--- src/rtl/cla_add_if.sv ---
// Operand/result bundle for the two-stage carry-lookahead adder.
interface cla_add_if #(
  parameter int N = 8
);
  logic [N-1:0] A;
  logic [N-1:0] B;
  logic [N:0]   sum;

  modport master (output A, B, input sum);
  modport slave  (input A, B, output sum);
endinterface

--- src/rtl/cla_add.sv ---
// Two-stage pipelined unsigned adder: registered operands, two-level
// carry-lookahead (4-bit groups + block-carry unit), registered N+1 bit sum.

// One lookahead group of up to 4 bits: local carries, group generate/propagate.
module cla_blk #(
  parameter int W = 4
) (
  input  logic [W-1:0] a,
  input  logic [W-1:0] b,
  input  logic         cin,
  output logic [W-1:0] s,
  output logic         gg,
  output logic         pg
);
  logic [W-1:0] g, p, c;
  logic [W:0]   gen, pall;

  // gen[j]: carry into bit j generated inside the group; pall[j]: bits 0..j-1 all propagate
  always_comb begin
    g    = a & b;
    p    = a ^ b;
    gen  = '0;
    pall = '0;
    c    = '0;
    for (int j = 0; j <= W; j++) begin
      logic t, pa;
      pa = 1'b1;
      for (int m = 0; m < j; m++) pa = pa & p[m];
      pall[j] = pa;
      for (int k = 0; k < j; k++) begin
        t = g[k];
        for (int m = k + 1; m < j; m++) t = t & p[m];
        gen[j] = gen[j] | t;
      end
    end
    for (int j = 0; j < W; j++) c[j] = gen[j] | (pall[j] & cin);
  end

  assign s  = p ^ c;
  assign gg = gen[W];
  assign pg = pall[W];
endmodule

module cla_add #(
  parameter int N = 8
) (
  input  logic     clk,
  input  logic     reset,
  cla_add_if.slave bus
);
  localparam int   NB  = (N + 3) / 4;
  localparam logic CIN = 1'b0;

  logic [N-1:0]  a_q, b_q, s_all;
  logic [NB-1:0] bg, bp;
  logic [NB:0]   bc;

  generate
    for (genvar k = 0; k < NB; k++) begin : g_blk
      localparam int W = (k == NB - 1) ? (N - 4 * k) : 4;
      cla_blk #(.W(W)) u_blk (
        .a   (a_q[4*k +: W]),
        .b   (b_q[4*k +: W]),
        .cin (bc[k]),
        .s   (s_all[4*k +: W]),
        .gg  (bg[k]),
        .pg  (bp[k])
      );
    end
  endgenerate

  // Second-level lookahead: every block carry is a flat sum of products of G/P
  always_comb begin
    bc = '0;
    for (int j = 0; j <= NB; j++) begin
      logic t, cj;
      cj = CIN;
      for (int m = 0; m < j; m++) cj = cj & bp[m];
      for (int k = 0; k < j; k++) begin
        t = bg[k];
        for (int m = k + 1; m < j; m++) t = t & bp[m];
        cj = cj | t;
      end
      bc[j] = cj;
    end
  end

  always_ff @(posedge clk) begin
    if (!reset) begin
      a_q     <= '0;
      b_q     <= '0;
      bus.sum <= '0;
    end else begin
      a_q     <= bus.A;
      b_q     <= bus.B;
      bus.sum <= {bc[NB], s_all};
    end
  end
endmodule

--- src/flat_wrapper.sv ---
// flat-port wrapper written by rule: the top's interface ports become plain ports
module cla_add_flat 
#(
  parameter int N = 8
)
  (clk, reset, bus_A, bus_B, bus_sum);
  cla_add_if #(.N(N)) bus_i ();
  input  logic clk;
  input  logic reset;
  input wire logic [$bits(bus_i.A)-1:0] bus_A;
  input wire logic [$bits(bus_i.B)-1:0] bus_B;
  output wire logic [$bits(bus_i.sum)-1:0] bus_sum;
  assign bus_i.A = bus_A;
  assign bus_i.B = bus_B;
  assign bus_sum = bus_i.sum;
  cla_add #(.N(N)) u_core (.clk(clk), .reset(reset), .bus(bus_i));
endmodule
--- config.mk ---
export PLATFORM = sky130hd
export DESIGN_NAME = cla_add_flat
export DESIGN_NICKNAME = d
export VERILOG_FILES = /design/src/rtl/cla_add_if.sv /design/src/rtl/cla_add.sv /design/src/flat_wrapper.sv
export SDC_FILE = /design/constraint.sdc
export NUM_CORES = 1
export LEC_CHECK = 0
export ABC_AREA = 0
export CORE_ASPECT_RATIO = 0.9
export CORE_MARGIN = 5
export CORE_UTILIZATION = 41
export CTS_CLUSTER_DIAMETER = 50
export DETAILED_ROUTE_END_ITERATION = 6
export GPL_TIMING_DRIVEN = 0
export MAX_ROUTING_LAYER = met4
export PLACE_DENSITY = 0.82
export SLEW_MARGIN = 20
export SYNTH_ARGS = -nofsm -noshare
export SYNTH_HDL_FRONTEND = slang
export SYNTH_SLANG_ARGS = --single-unit
--- constraint.sdc ---
create_clock -name clk -period 1.9 [get_ports clk]
set_input_delay 0.38 -clock clk [delete_from_list [all_inputs] [get_ports clk]]
set_output_delay 0.38 -clock clk [all_outputs]
set_load 0.01 [all_outputs]
==> impl_metrics.tcl <==
set metrics [dict create \
    vias 651 \
    ys_seq_area_share_pct 51.7 \
    path_cells "ha_4 > ha_4 > o211ai_4 > and2_4 > fa_1 > xnor2_1 > and2_1" \
    status "complete, no violations" \
    slew_violations 0 \
    reg2reg_depth 7 \
    irDropWorstVdd_mv 0.480 \
    yosysTopAreaCell "dfxtp_1" \
    antenna_left 0 \
    multiInputGateArea_um2 493 \
    io_pins 27 \
    drt_wl_total_mm 1.64 \
    startpoint "u_core.a_q[1]" \
    fillers 197 \
    synth_top_area_share_pct 51.7 \
    start_util_pct 43.5 \
    fin_nets 145 \
    startpoint_type "flop" \
    htreeDepth 1 \
    final_util_pct 60.3 \
    final-seq-area_um2 503 \
    slew_headroom_pct 77.7 \
    grt_max_degree 15 \
    hpwl_mm 1.29 \
    pre_cts_slack_ns -0.00616 \
    dp_cells 137 \
    fmax_mhz 546 \
    die_x_um 61.2 \
    cts_tree "yes" \
    clockRootBuffer "clkbuf_4" \
    antenna_found_initial 0 \
    viasPerCell 4.58 \
    synth_warnings 0 \
    cts_buffers 3 \
    rrSetupSlack_ns 0.07 \
    cp_top_family "adder cells" \
    die_y_um 56.1 \
    rows 16 \
    fin_crit_sh_pct 96.4 \
    synth_xor_area_share_pct 1.81 \
    arrival_ns 2.04 \
    min_from "u_core.a_q[7]" \
    synth_mux_area_share_pct 1.03 \
    synth-compound-area-share_pct 6.21 \
    layout_min_cycle_time_ns 1.83 \
    crit_type "reg -> reg" \
    drv_cap 0 \
    cpMaxStageDelayCell "fa_1" \
    grt.total_usage_pct 10.2 \
    syn_inst 84 \
    finalPower_uw 956 \
    endpoint_kind "flop" \
    power_density_nw_per_um2 713 \
    first_global_vias 675 \
    dr.pass1.iters 2 \
    holdPathStages 3 \
    layout-drive-gt1-share_pct 14.8 \
    fin_worst_skew_ns 0.00578 \
    synth_nets 113 \
    crit_top_cell "ha_4" \
    grt_pass1_wl_mm 2.58 \
    hold_viol_final 0 \
    tightest_slew_ns 0.335 \
    setup_viol 0 \
    synth_top_family_by_area "simple AND/OR/NAND/NOR gates" \
    critPathBufInv 0 \
    drtIter0Drc 3 \
    required_ns 2.11 \
    gp_congestion 0.721 \
    syn2layout_area_growth_pct 38.6 \
    fin_cells 142 \
    drc_errors 0 \
    portBuffers 26 \
    synthSimpleGateAreaFrac_pct 21.9 \
    clock_path_buffers 2 \
    cp_max_fo 3 \
    whs_endpoint "u_core.bus.sum[8]" \
    clock-sinks 25 \
    core_um2 2220 \
    post-route-worst-setup-slack_ns 0.0682 \
    die-area_um2 3430 \
    synth_adder_area_share_pct 15.8 \
    worstReg2RegEnd "u_core.bus.sum[5]" \
    clkTransAtPathRegs_ns 0.12 \
    antenna_cells 0 \
    ys_seq_elements 25 \
    ys_top_cells_by_area "dfxtp_1, and2_1, ha_1" \
    cts_hold_buf 0 \
    insertion_delay_ns 0.30 \
    avgSynthCellArea_um2 11.5 \
    critPathMaxStageDelay_ns 0.43 \
    yosysUniqueCellTypes 23 \
    hp-class "reg -> reg" \
    synthesis.area_um2 967 \
    r2r_start "u_core.a_q[1]" \
    p_leak_nw 0.544 \
    avgRoutedWirePerCell_um 11.6 \
    grt-ovfl-total 0 \
]
==> metal layers <==
metal	global-route usage, %	share of wire [%]	up-vias
met5	-	0	-
met2	16.3	52	20
met4	5.57	2.0	0
met1	12.0	41	288
met3	1.39	5.0	4
li1	-	-	339
==> cell type report <==
class	count	share of cell area, %
Sequential cell	25	37.5
Multi-Input combinational cell	55	36.8
Timing Repair Buffer	27	20.0
Tap cell	27	2.52
Clock buffer	3	1.68
Buffer	2	0.560
Inverter	2	0.560
Clock inverter	1	0.373
==> kinds of logic after synthesis <==
kind of cell	after synthesis
and+or+nand+nor	33
muxes	1
xor gates and xnor gates	2
AOI/OAI and AO/OA	8
DFF	25
adders and majority gates	11
buffers and inverters	4
==> worst max path at each step <==
stage | endpoint | slack [ns] | cells past startpoint
floorplan | u_core.bus.sum[5] | 0.08 | 7
global placement | u_core.bus.sum[5] | 0.03 | 7
detailed placement | u_core.bus.sum[5] | -0.006 | 7
CTS | u_core.bus.sum[5] | 0.0003 | 7
global route | u_core.bus.sum[5] | -0.0001 | 7
finish | u_core.bus.sum[5] | 0.07 | 7
==> metrics by stage <==
stage	area (µm²)	TNS [ns]	hold slack [ns]
2_1_floorplan	967	0	0.502
3_3_place_gp	1260	0	0.529
3_5_place_dp	1260	-0.00616	0.542
4_1_cts	1300	0	0.575
5_1_grt	1340	-0.0000984	0.605
6_report	1340	0	0.605
==> synth_stat cells (all sizes together) <==
| library cell | n |
|---|---|
| a21oi | 3 |
| and2 | 22 |
| and3b | 1 |
| clkbuf | 2 |
| dfxtp | 25 |
| fa | 2 |
| ha | 9 |
| inv | 2 |
| mux2i | 1 |
| nand2 | 3 |
| nand2b | 1 |
| nand3 | 1 |
| nor2b | 1 |
| nor3 | 2 |
| nor4 | 1 |
| nor4b | 1 |
| o211ai | 1 |
| o21a | 2 |
| o21ai | 2 |
| xnor2 | 1 |
| xor2 | 1 |
==> sequential cells by signal, indices dropped and copies added (netlist names) <==
| signal | cells |
|---|---|
| u_core.a_q | 8 |
| u_core.b_q | 8 |
| u_core.bus.sum | 9 |
==> what timing repair did <==
action / CTS / global route
cloned: 0 / 0
buffers inserted: 1 / 0
setup endpoints to repair: 1 / 1
resized for setup: 3 / 6
==> tightest hold or removal path: stages (launching register included) <==
cell and delay [ns]:
dfxtp_1 0.34, ha_1 0.13, nand2_1 0.04, o21ai_0 0.06
==> layout by cell type (no fill, tap or decap), drive strengths merged, types with 2 or more instances in the layout <==
| cell | netlist | final |
|---|---|---|
| dfxtp | 25 | 25 |
| ha | 9 | 9 |
| inv | 2 | 2 |
| clkbuf | 2 | 5 |
| and2 | 22 | 22 |
| a21oi | 3 | 3 |
| clkdlybuf4s50 | 0 | 26 |
| o21ai | 2 | 2 |
| nand2 | 3 | 3 |
| fa | 2 | 2 |
| nor3 | 2 | 2 |
| o21a | 2 | 2 |
==> where the power goes <==
| group | leakage, nW | total, mW | switching, mW | internal [mW] |
|---|---|---|---|---|
| Combinational | 0.318 | 0.166 | 0.0621 | 0.103 |
| Sequential | 0.208 | 0.571 | 0.0121 | 0.559 |
| Clock | 0.0177 | 0.219 | 0.141 | 0.0785 |
| Total | 0.544 | 0.956 | 0.215 | 0.741 |
(Power assumes the default switching activity.)
